[config.mk]
export PLATFORM = sky130hd
export DESIGN_NAME = fifo_reader
export DESIGN_NICKNAME = d
export VERILOG_FILES = /design/src/rtl/shared_pkg.sv /design/src/rtl/fifo_rd_skid.sv /design/src/rtl/fifo_reader.sv
export SDC_FILE = /design/constraint.sdc
export NUM_CORES = 1
export LEC_CHECK = 0
export CORE_UTILIZATION = 29
export CTS_BUF_LIST = sky130_fd_sc_hd__clkbuf_8
export CTS_CLUSTER_DIAMETER = 150
export DETAILED_ROUTE_END_ITERATION = 10
export GPL_TIMING_DRIVEN = 0
export PLACE_DENSITY_LB_ADDON = 0.05
export SKIP_LAST_GASP = 1
export SLEW_MARGIN = 20
export SYNTH_ARGS = -nofsm -noshare
export SYNTH_HDL_FRONTEND = slang
export SYNTH_SLANG_ARGS = --single-unit
[constraint.sdc]
create_clock -name clk -period 2.9 [get_ports clk]
set_clock_uncertainty 0.05 [all_clocks]
set_input_delay 0.58 -clock clk [delete_from_list [all_inputs] [get_ports clk]]
set_output_delay 0.58 -clock clk [all_outputs]
set_load 0.02 [all_outputs]
[src/rtl/shared_pkg.sv]
// Definitions shared between the synchronous FIFO and its read-side logic.
package shared_pkg;
    localparam int FIFO_WIDTH_DFLT = 16;
    localparam int RD_LATENCY      = 1;

    typedef enum logic [1:0] {OCC_0, OCC_1, OCC_2} occ_e;

    function automatic logic [1:0] occ_num(input occ_e o);
        return o;
    endfunction
endpackage

[src/rtl/fifo_rd_skid.sv]
// 2-entry in-order output buffer: push lands in the tail and the head drives the stream.
// Registered head/valid with no bypass, and push into a full buffer is only legal together with a pop.
module fifo_rd_skid
    import shared_pkg::*;
#(
    parameter int W = FIFO_WIDTH_DFLT
) (
    input  logic         clk,
    input  logic         rst,
    input  logic         push_vld_i,
    input  logic [W-1:0] push_dat_i,
    input  logic         pop_i,
    output logic [W-1:0] head_dat_o,
    output logic         head_vld_o,
    output occ_e         occ_o
);
    occ_e         occ_q, occ_d;
    logic [W-1:0] head_q, head_d;
    logic [W-1:0] tail_q, tail_d;
    logic         vld_q;

    always_comb begin
        occ_d  = occ_q;
        head_d = head_q;
        tail_d = tail_q;
        case ({push_vld_i, pop_i})
            2'b10: begin
                if (occ_q == OCC_0) begin
                    occ_d  = OCC_1;
                    head_d = push_dat_i;
                end else begin
                    occ_d  = OCC_2;
                    tail_d = push_dat_i;
                end
            end
            2'b01: begin
                occ_d  = (occ_q == OCC_2) ? OCC_1 : OCC_0;
                head_d = (occ_q == OCC_2) ? tail_q : head_q;
            end
            2'b11: begin
                // Occupancy is unchanged; with one entry the new word goes straight to the head.
                if (occ_q == OCC_2) begin
                    head_d = tail_q;
                    tail_d = push_dat_i;
                end else begin
                    head_d = push_dat_i;
                end
            end
            default: ;
        endcase
    end

    always_ff @(posedge clk) begin
        if (rst) begin
            occ_q  <= OCC_0;
            head_q <= '0;
            tail_q <= '0;
            vld_q  <= 1'b0;
        end else begin
            occ_q  <= occ_d;
            head_q <= head_d;
            tail_q <= tail_d;
            vld_q  <= (occ_d != OCC_0);
        end
    end

    assign head_dat_o = head_q;
    assign head_vld_o = vld_q;
    assign occ_o      = occ_q;
endmodule

[src/rtl/fifo_reader.sv]
// FIFO read-port controller: rd_en to m_valid is 2 cycles, sustained 1 word/cycle.
// Reads are issued only while buffered plus in-flight words after this cycle's pop stay below 2.
module fifo_reader
    import shared_pkg::*;
#(
    parameter int FIFO_WIDTH = FIFO_WIDTH_DFLT,
    parameter int CNT_W      = 16
) (
    input  logic                  clk,
    input  logic                  rst,
    input  logic                  en,
    input  logic                  fifo_empty,
    input  logic [FIFO_WIDTH-1:0] fifo_data_out,
    input  logic                  fifo_underflow,
    output logic                  fifo_rd_en,
    output logic [FIFO_WIDTH-1:0] m_data,
    output logic                  m_valid,
    input  logic                  m_ready,
    output logic [CNT_W-1:0]      rd_count,
    output logic                  err_underflow
);
    logic             inflight_q, inflight_d;
    logic [CNT_W-1:0] rd_count_q;
    logic             err_q;
    logic             pop;
    logic             capture;
    logic [1:0]       level;
    occ_e             occ;

    assign pop        = m_valid && m_ready;
    // Occupancy this read would find on return; pop implies occ >= 1, so no wrap.
    assign level      = occ_num(occ) + {1'b0, inflight_q} - {1'b0, pop};
    assign fifo_rd_en = !rst && en && !fifo_empty && (level < 2'd2);
    assign inflight_d = fifo_rd_en;
    assign capture    = inflight_q && !fifo_underflow;

    always_ff @(posedge clk) begin
        if (rst) begin
            inflight_q <= 1'b0;
            rd_count_q <= '0;
            err_q      <= 1'b0;
        end else begin
            inflight_q <= inflight_d;
            if (pop) rd_count_q <= rd_count_q + 1'b1;
            if (inflight_q && fifo_underflow) err_q <= 1'b1;
        end
    end

    fifo_rd_skid #(.W(FIFO_WIDTH)) u_skid (
        .clk        (clk),
        .rst        (rst),
        .push_vld_i (capture),
        .push_dat_i (fifo_data_out),
        .pop_i      (pop),
        .head_dat_o (m_data),
        .head_vld_o (m_valid),
        .occ_o      (occ)
    );

    assign rd_count      = rd_count_q;
    assign err_underflow = err_q;
endmodule

After elaboration in Yosys (flattened, before gate mapping). Index checks and enable logic that the tools add are counted.

$add $sub $neg: 3. Magnitude comparators: 1. Eq/ne operators: 8. Multiplexer cells: 10. Reduce and logical (&&, ||, !) cells: 15.

Operator list (count): $mux 16 (5); $pmux 16 s3 (1); $pmux 16 s2 (1); $add 16x1->16 const B (1); $eq 2x2->1 const B (3); $logic_and 1x1->1 (6); $ne 2x1->1 const B (3); $reduce_and 3->1 (2); $pmux 2 s2 (1); $reduce_bool 2->1 (2); $logic_not 1->1 (3); $reduce_bool 3->1 (1); $add 2x1->2 (1); $eq 2x1->1 const B (1); $logic_not 2->1 (1); $lt 2x2->1 const B (1); $mux 2 (1); $ne 2x2->1 const B (1); $sub 2x1->2 (1); $mux 1 (1).

Register bits after elaboration: 53. Bits of input ports: 22. Output and inout port bits: 35. Word-level logic and storage cells: 44.

Depth between registers and ports, before layout. Gate-level depths: netlist (run 1).

Word-level depth: 5. Depth in mapped cells: 6. Gate-level depth less buffers: 5.

Hierarchy. A second synthesis (run 1) with hierarchy kept.

Cell total of the unflattened synthesis: 294. Area, all modules: 2651.3 sq um.

By module, submodules not included: fifo_rd_skid (instances 1, cells each 196, area each 1793.0 sq um, seq. area each 700.7 sq um); fifo_reader (instances 1, cells each 98, area each 858.3 sq um, seq. area each 360.3 sq um).

Least setup slack after synthesis (run 1). No wires, ideal clock.

Path kind: input to output. Start: input port m_ready. End: output port fifo_rd_en. Arrival: 1.873 ns. Data required time: 2.270 ns. Setup slack: 0.397 ns. Stages: 5. Path buffers: 1. Path through: and2_1 -> buf_4 -> o22ai_1 -> xor2_1 -> nor4b_1.

Cells in the longest elaborated chain, start to end: 4.

RTL lines: start, declared (line fifo_reader.sv:18) `input logic m_ready,`; $logic_and 1x1->1 (line fifo_reader.sv:30) `assign pop = m_valid && m_ready;`; $sub 2x1->2 (line fifo_reader.sv:32) `assign level = occ_num(occ) + {1'b0, inflight_q} - {1'b0, pop};`; $lt 2x2->1 (line fifo_reader.sv:33) `assign fifo_rd_en = !rst && en && !fifo_empty && (level < 2'd2);`; $logic_and 1x1->1 (line fifo_reader.sv:33); end, declared (line fifo_reader.sv:15) `output logic fifo_rd_en,`.

Every way passes these cells.

Worst setup path in the final report (run 1). Ends and elaborated chain as after synthesis.

==> results of run 1 <==
-- power by group --
part	internal (mW)	leakage [nW]	switching [mW]	total (mW)
Combinational	0.0597	0.634	0.0567	0.116
Clock	0.251	0.0540	0.238	0.490
Sequential	0.739	0.428	0.00713	0.746
-- per-stage QoR --
step                      utilization, %  hold WS, ns
final                              41.01       0.4366
after global routing               41.01       0.4744
after CTS                          41.01       0.4382
after detailed placement           39.60       0.4122
after global placement             39.60       0.4199
after floorplan                        -       0.4111
-- cells by family (layout without fill, tap and decap cells) --
family | Yosys count | in the layout
XOR/XNOR | 12 | 12
flip-flops | 53 | 53
buffers and inverters | 15 | 77
multiplexers | 18 | 18
AO/OA/AOI/OAI | 32 | 32
AND/OR/NAND/NOR | 106 | 106
adder cells (fa/ha/maj) | 1 | 1
-- cell type report --
class / count / area, µm²
multi-input cells: 169 / 1087
well taps: 99 / 123.9
plain buffers: 15 / 80.08
clock buffers: 5 / 68.82
clock inverters: 2 / 35.03
flip-flops and latches: 53 / 1061
repair buffers: 55 / 550.5
fillers: 741 / 4324
-- state kept, by name, summed over array words and instances, names as in the netlist --
name / flops
err_underflow: 1
inflight_q: 1
rd_count: 16
u_skid.head_dat_o: 16
u_skid.head_vld_o: 1
u_skid.occ_o: 2
u_skid.tail_q: 16
-- placed cells by master (no fill, tap or decap), types with 6 or more instances in the layout --
master,n
a21oi_1,6
clkdlybuf4s50_1,53
xor2_1,11
nor2_1,63
dfxtp_1,53
clkbuf_1,7
o221a_2,16
mux2i_1,17
nand2_1,10
-- path summary, 6_finish.rpt --
| path | startpoint | end | cells past startpoint | slack [ns] |
|---|---|---|---|---|
| setup reg to reg | u_skid.head_vld_o | u_skid.head_dat_o[15] | 6 | 1.01 |
| hold reg to reg | err_underflow | err_underflow | 2 | 0.44 |
| hold / removal | err_underflow | err_underflow | 2 | 0.44 |
| setup / recovery | m_ready | fifo_rd_en | 7 | 0.19 |
-- metal layers --
metal | part of all wire, % | track usage, % | wire length [µm]
met2 | 43 | 21.83 | 2313
met5 | 0 | 0 | 0
met1 | 52 | 19.60 | 2770
met4 | 0.39 | 3.896 | 21
met3 | 4.0 | 3.108 | 212
-- worst reg2reg max path, delay by kind of cell, from the launching register on --
family,cells,cell delay (ns)
buf+inv,2,0.49
compound gates,2,0.56
mux,1,0.10
simple gates,1,0.16
flops,1,0.47
-- what timing repair did --
item                                   4_1_cts  5_1_grt
buffers inserted                             0        0
gates resized for setup                      5        0
setup endpoints to repair                    1        0
endpoints found under the hold margin        0        0
==> flow_metrics.env, run 1 <==
export IMPL_cpPeakStageDelay_ns=0.31
export IMPL_yosysTopAreaCellShare_pct=47.61
export IMPL_report_final_slew_viol_count=0
export IMPL_final_area_um2=3007
export IMPL_syn_area_um2=2228
export IMPL_synth_fa_ha_area_share_pct=0.5615
export IMPL_crit_required_ns=2.27
export IMPL_syn_area_per_cell_um2=9.402
export IMPL_numCtsBuffers=5
export IMPL_wl_per_cell_um=13.36
export IMPL_setup_worst_path_class="primary input to output port"
export IMPL_fin_crit_ns=2.715
export IMPL_io_pins=57
export IMPL_finalCritPeriodShare_pct=93.61
export IMPL_grt_usage_pct=14.06
export IMPL_synth_most_common_cell="nor2_1"
export IMPL_die_y_um=89.66
export IMPL_routed_wl_mm=5.318
export IMPL_synthTopCellsByArea="dfxtp_1, nor2_1, o221a_2, mux2i_1, xor2_1"
export IMPL_routabilityCongestion=0.7343
export IMPL_cts_max_path_buffers=2
export IMPL_outcome="finished clean"
export IMPL_ctsHoldBuffers=0
export IMPL_clk_insertion_delay_late_ns=0.30
export IMPL_worst_path_buf_inv=3
export IMPL_antenna_found_initial=0
export IMPL_grt_max_degree=16
export IMPL_yosysTopAreaCell="dfxtp_1"
export IMPL_synthCells=237
export IMPL_diodes=0
export IMPL_cp_top_family="buffers and inverters"
export IMPL_synth_warnings=0
export IMPL_leakagePower_nw=1.116
export IMPL_end_kind="output port"
export IMPL_async_reset_ff_share_pct=0
export IMPL_yosys_area_share_simple_pct=22.80
export IMPL_place_ws_ns=-0.4500
export IMPL_synthTopCellsByCount="nor2_1, dfxtp_1, mux2i_1, o221a_2, xor2_1"
export IMPL_clock_sinks=53
export IMPL_layout_cells_non_filler=398
export IMPL_dpl_cell_count=391
export IMPL_fmax_ghz=0.3684
export IMPL_grt_pass1_wl_mm=8.438
export IMPL_syn_nets=260
export IMPL_drt_first_iter_violations=89
export IMPL_viasPerCell=4.653
export IMPL_cp_slowest_cell="dlygate4sd2_1"
export IMPL_ys_ff_latch=53
export IMPL_die_area_um2=8039
export IMPL_setup_ws_ns=0.1853
export IMPL_totalPowerFinal_mw=1.352
export IMPL_p_per_area_nw_per_um2=449.6
export IMPL_cp_max_fo=10
export IMPL_worst_slew_pin_slew_ns=0.6002
export IMPL_coreArea_um2=7331
export IMPL_portBuffers=55
export IMPL_drtPass1Iterations=4
export IMPL_setup_violations=0
export IMPL_dieWidth_um=89.66
export IMPL_cts_root_buf="clkbuf_8"
export IMPL_clk_pin_slew_ns=0.09
export IMPL_worstPathCellList="dlygate4sd2_1 > and2_1 > buf_4 > o22ai_1 > xor2_1 > nor4b_1 > clkdlybuf4s15_2"
export IMPL_tns_ns=0
export IMPL_synth_flop_cell="dfxtp_1"
export IMPL_first_global_vias=1717
export IMPL_place_area_um2=2903
export IMPL_dpl_hpwl_mm=3.681
export IMPL_maxCapViolations=0
export IMPL_hp_class="flip-flop to flip-flop"
export IMPL_synth_seq_area_share_pct=47.61
export IMPL_overflow=0
export IMPL_fin_nets=322
export IMPL_synth_compound_area_share_pct=12.58
export IMPL_initial_core_util_pct=30.40
export IMPL_final_antenna_net_count=0
export IMPL_slew_headroom_pct=59.72
export IMPL_rows=31
export IMPL_cts_tree="yes"
export IMPL_synth_top_family_by_area="simple AND/OR/NAND/NOR gates"
export IMPL_area_growth_pct=34.92
export IMPL_rsz0062_at_grt="false"
export IMPL_vias=1852
export IMPL_max_vdd_ir_drop_v=0.0002404
export IMPL_synth_cell_types=40
export IMPL_h_tree_depth=2
export IMPL_muxShareOfSynthArea_pct=8.141
export IMPL_synth_xor_area_share_pct=4.716
export IMPL_critPathArrivalTime_ns=2.08
export IMPL_finalHoldViolations=0
export IMPL_drc=0
export IMPL_drive_above_1_share_pct=12.37
export IMPL_synth_edf_count=0
export IMPL_startpoint_type="primary input"
No activity file was read; power rests on OpenSTA's default activity.
==> inputs of run 2 (changes only) <==
--- a/config.mk
+++ b/config.mk
@@ -10,7 +10,7 @@
 export CTS_CLUSTER_DIAMETER = 150
 export DETAILED_ROUTE_END_ITERATION = 10
 export GPL_TIMING_DRIVEN = 0
-export PLACE_DENSITY_LB_ADDON = 0.05
+export PLACE_DENSITY = 0.52
 export SKIP_LAST_GASP = 1
 export SLEW_MARGIN = 20
 export SYNTH_ARGS = -nofsm -noshare
==> run 2 against run 1 <==
Effect of this change: combinational power about the same; global-route usage is essentially flat; die area did not move; routed wire length shrank 1.0%; clock power grew 23%; via count increased by 0.65%; setup slack improved by 0.0032 ns; cell area increased by 1.1%; sequential cell count is the same; cell count increased by 0.25%; hold slack improved by 0.0077 ns; non-clock buffer count unchanged.
==> flow_metrics.env, run 2 (synthesis results as in run 1) <==
export IMPL_p_per_area_nw_per_um2=481.8
export IMPL_met3_usage_pct=3.656
export IMPL_max_vdd_ir_drop_v=0.0002540
export IMPL_maxCapViolations=0
export IMPL_combPwrFrac_pct=7.9
export IMPL_rsz0062_at_grt="false"
export IMPL_top_usage_layer="met2"
export IMPL_worst_slew_pin_slew_ns=0.5375
export IMPL_place_area_um2=2903
export IMPL_grt_pass1_wl_mm=8.480
export IMPL_place_ws_ns=-0.4161
export IMPL_ctsHoldBuffers=0
export IMPL_drt_first_iter_violations=63
export IMPL_outcome="finished clean"
export IMPL_grt_max_degree=18
export IMPL_end_kind="output port"
export IMPL_cts_max_path_buffers=2
export IMPL_reg2regPathDepth=6
export IMPL_drtPass1Iterations=4
export IMPL_cts_tree="yes"
export IMPL_setup_ws_ns=0.1886
export IMPL_diodes=0
export IMPL_die_area_um2=8039
export IMPL_final_antenna_net_count=0
export IMPL_fin_nets=322
export IMPL_final_area_um2=3040
export IMPL_viasPerCell=4.672
export IMPL_met1_usage_pct=18.47
export IMPL_first_global_vias=1763
export IMPL_internal_power_mw=1.146
export IMPL_layout_cells_non_filler=399
export IMPL_slew_headroom_pct=63.93
export IMPL_min_from="err_underflow"
export IMPL_numCtsBuffers=5
export IMPL_startpoint_type="primary input"
export IMPL_met2_usage_pct=22.38
export IMPL_final_common_cell="nor2_1"
export IMPL_cp_slowest_cell="dlygate4sd2_1"
export IMPL_portBuffers=55
export IMPL_clock_sinks=53
export IMPL_totalPowerFinal_mw=1.465
export IMPL_tns_ns=0
export IMPL_routed_wl_mm=5.265
export IMPL_crit_required_ns=2.27
export IMPL_area_growth_pct=36.44
export IMPL_nFillCells=713
export IMPL_routabilityCongestion=0.7743
export IMPL_final_cell_mix="nor2_1, dfxtp_1, clkdlybuf4s50_1, mux2i_1, o221a_2"
export IMPL_coreArea_um2=7331
export IMPL_cts_root_buf="clkbuf_8"
export IMPL_worst_r2r_endpoint="u_skid.head_dat_o[7]"
export IMPL_antenna_found_initial=0
export IMPL_vias=1864
export IMPL_fin_crit_ns=2.711
export IMPL_cpPeakStageDelay_ns=0.30
export IMPL_drive_above_1_share_pct=12.67
export IMPL_dpl_cell_count=391
export IMPL_power_frac_clock_pct=41.2
export IMPL_critPathArrivalTime_ns=2.08
export IMPL_dpl_hpwl_mm=3.657
export IMPL_worstPathCellList="dlygate4sd2_1 > and2_1 > buf_4 > o22ai_1 > xor2_1 > nor4b_1 > clkdlybuf4s15_2"
export IMPL_dieWidth_um=89.66
export IMPL_overflow=0
export IMPL_rows=31
export IMPL_r2r_start="u_skid.head_vld_o"
export IMPL_wl_per_cell_um=13.20
export IMPL_pwr_share_seq_pct=50.9
export IMPL_fmax_ghz=0.3688
export IMPL_leakagePower_nw=1.131
export IMPL_cp_max_fo=10
export IMPL_clk_insertion_delay_late_ns=0.31
export IMPL_grt_usage_pct=14.09
export IMPL_setup_worst_path_class="primary input to output port"
export IMPL_initial_core_util_pct=30.40
export IMPL_finalHoldViolations=0
export IMPL_min_to="err_underflow"
export IMPL_switching_power_uw=319.0
export IMPL_hold_path_depth=2
export IMPL_setup_violations=0
export IMPL_p_sw_share_pct=21.78
export IMPL_drc=0
export IMPL_die_y_um=89.66
export IMPL_finalCritPeriodShare_pct=93.50
export IMPL_clk_pin_slew_ns=0.10
export IMPL_regToRegSetupSlack_ns=1.02
export IMPL_h_tree_depth=2
export IMPL_report_final_slew_viol_count=0
export IMPL_io_pins=57
export IMPL_hp_class="flip-flop to flip-flop"
==> run 2: changes by cell type in the layout (fill, tap and decap cells not counted) <==
cell,before,now
bufinv_16,1,2
clkinv_2,1,0
inv_6,0,1
==> run 2: repair_timing <==
item,in CTS,in global routing
buffers inserted,0,0
gates resized for setup,5,0
endpoints found under the hold margin,0,0
endpoints found under the setup margin,1,0
==> run 2: critical path, delay by kind of cell <==
kind / cells / cell delay [ns]
buffers and inverters: 3 / 0.77
AO/OA/AOI/OAI: 1 / 0.20
XOR/XNOR: 1 / 0.12
AND/OR/NAND/NOR: 2 / 0.42
==> run 2: layer usage <==
| metal | routed length [µm] | up-vias |
|---|---|---|
| met5 | 0 | - |
| met2 | 2365 | 37 |
| met3 | 181 | 6 |
| met1 | 2638 | 865 |
| li1 | - | 956 |
| met4 | 80 | 0 |
==> run 2: area by class of cell <==
type / count / area (µm²) / area share, %
repair buffers: 55 / 550.5 / 18.11
plain buffers: 15 / 80.08 / 2.634
clock buffers: 5 / 68.82 / 2.263
multi-input cells: 169 / 1087 / 35.76
flip-flops and latches: 53 / 1061 / 34.90
well taps: 99 / 123.9 / 4.074
clock inverters: 3 / 68.82 / 2.263
==> run 2: power by group through the flow <==
stage	logic [mW]	clock network [mW]	registers [mW]
after floorplan	0.0412	0	0.773
after global placement	0.118	0	0.763
after detailed placement	0.118	0	0.763
after CTS	0.118	0.626	0.746
after global routing	0.127	0.663	0.748
final	0.116	0.603	0.746
==> run 2: how the worst max path moves through the flow <==
stage / startpoint / end / slack, ns / cells past startpoint
global placement: m_ready / fifo_rd_en / -0.43 / 7
global route: m_ready / fifo_rd_en / 0.01 / 7
CTS: m_ready / fifo_rd_en / 0.16 / 7
finish: m_ready / fifo_rd_en / 0.19 / 7
detailed placement: m_ready / fifo_rd_en / -0.42 / 7
floorplan: m_ready / fifo_rd_en / 0.40 / 5
==> run 2: per-stage QoR <==
step                      hold WS [ns]  util, %
final                           0.4443    41.47
after global routing            0.4800    41.47
after CTS                       0.4395    41.47
after detailed placement        0.4130    39.60
after global placement          0.4188    39.60
after floorplan                 0.4111        -
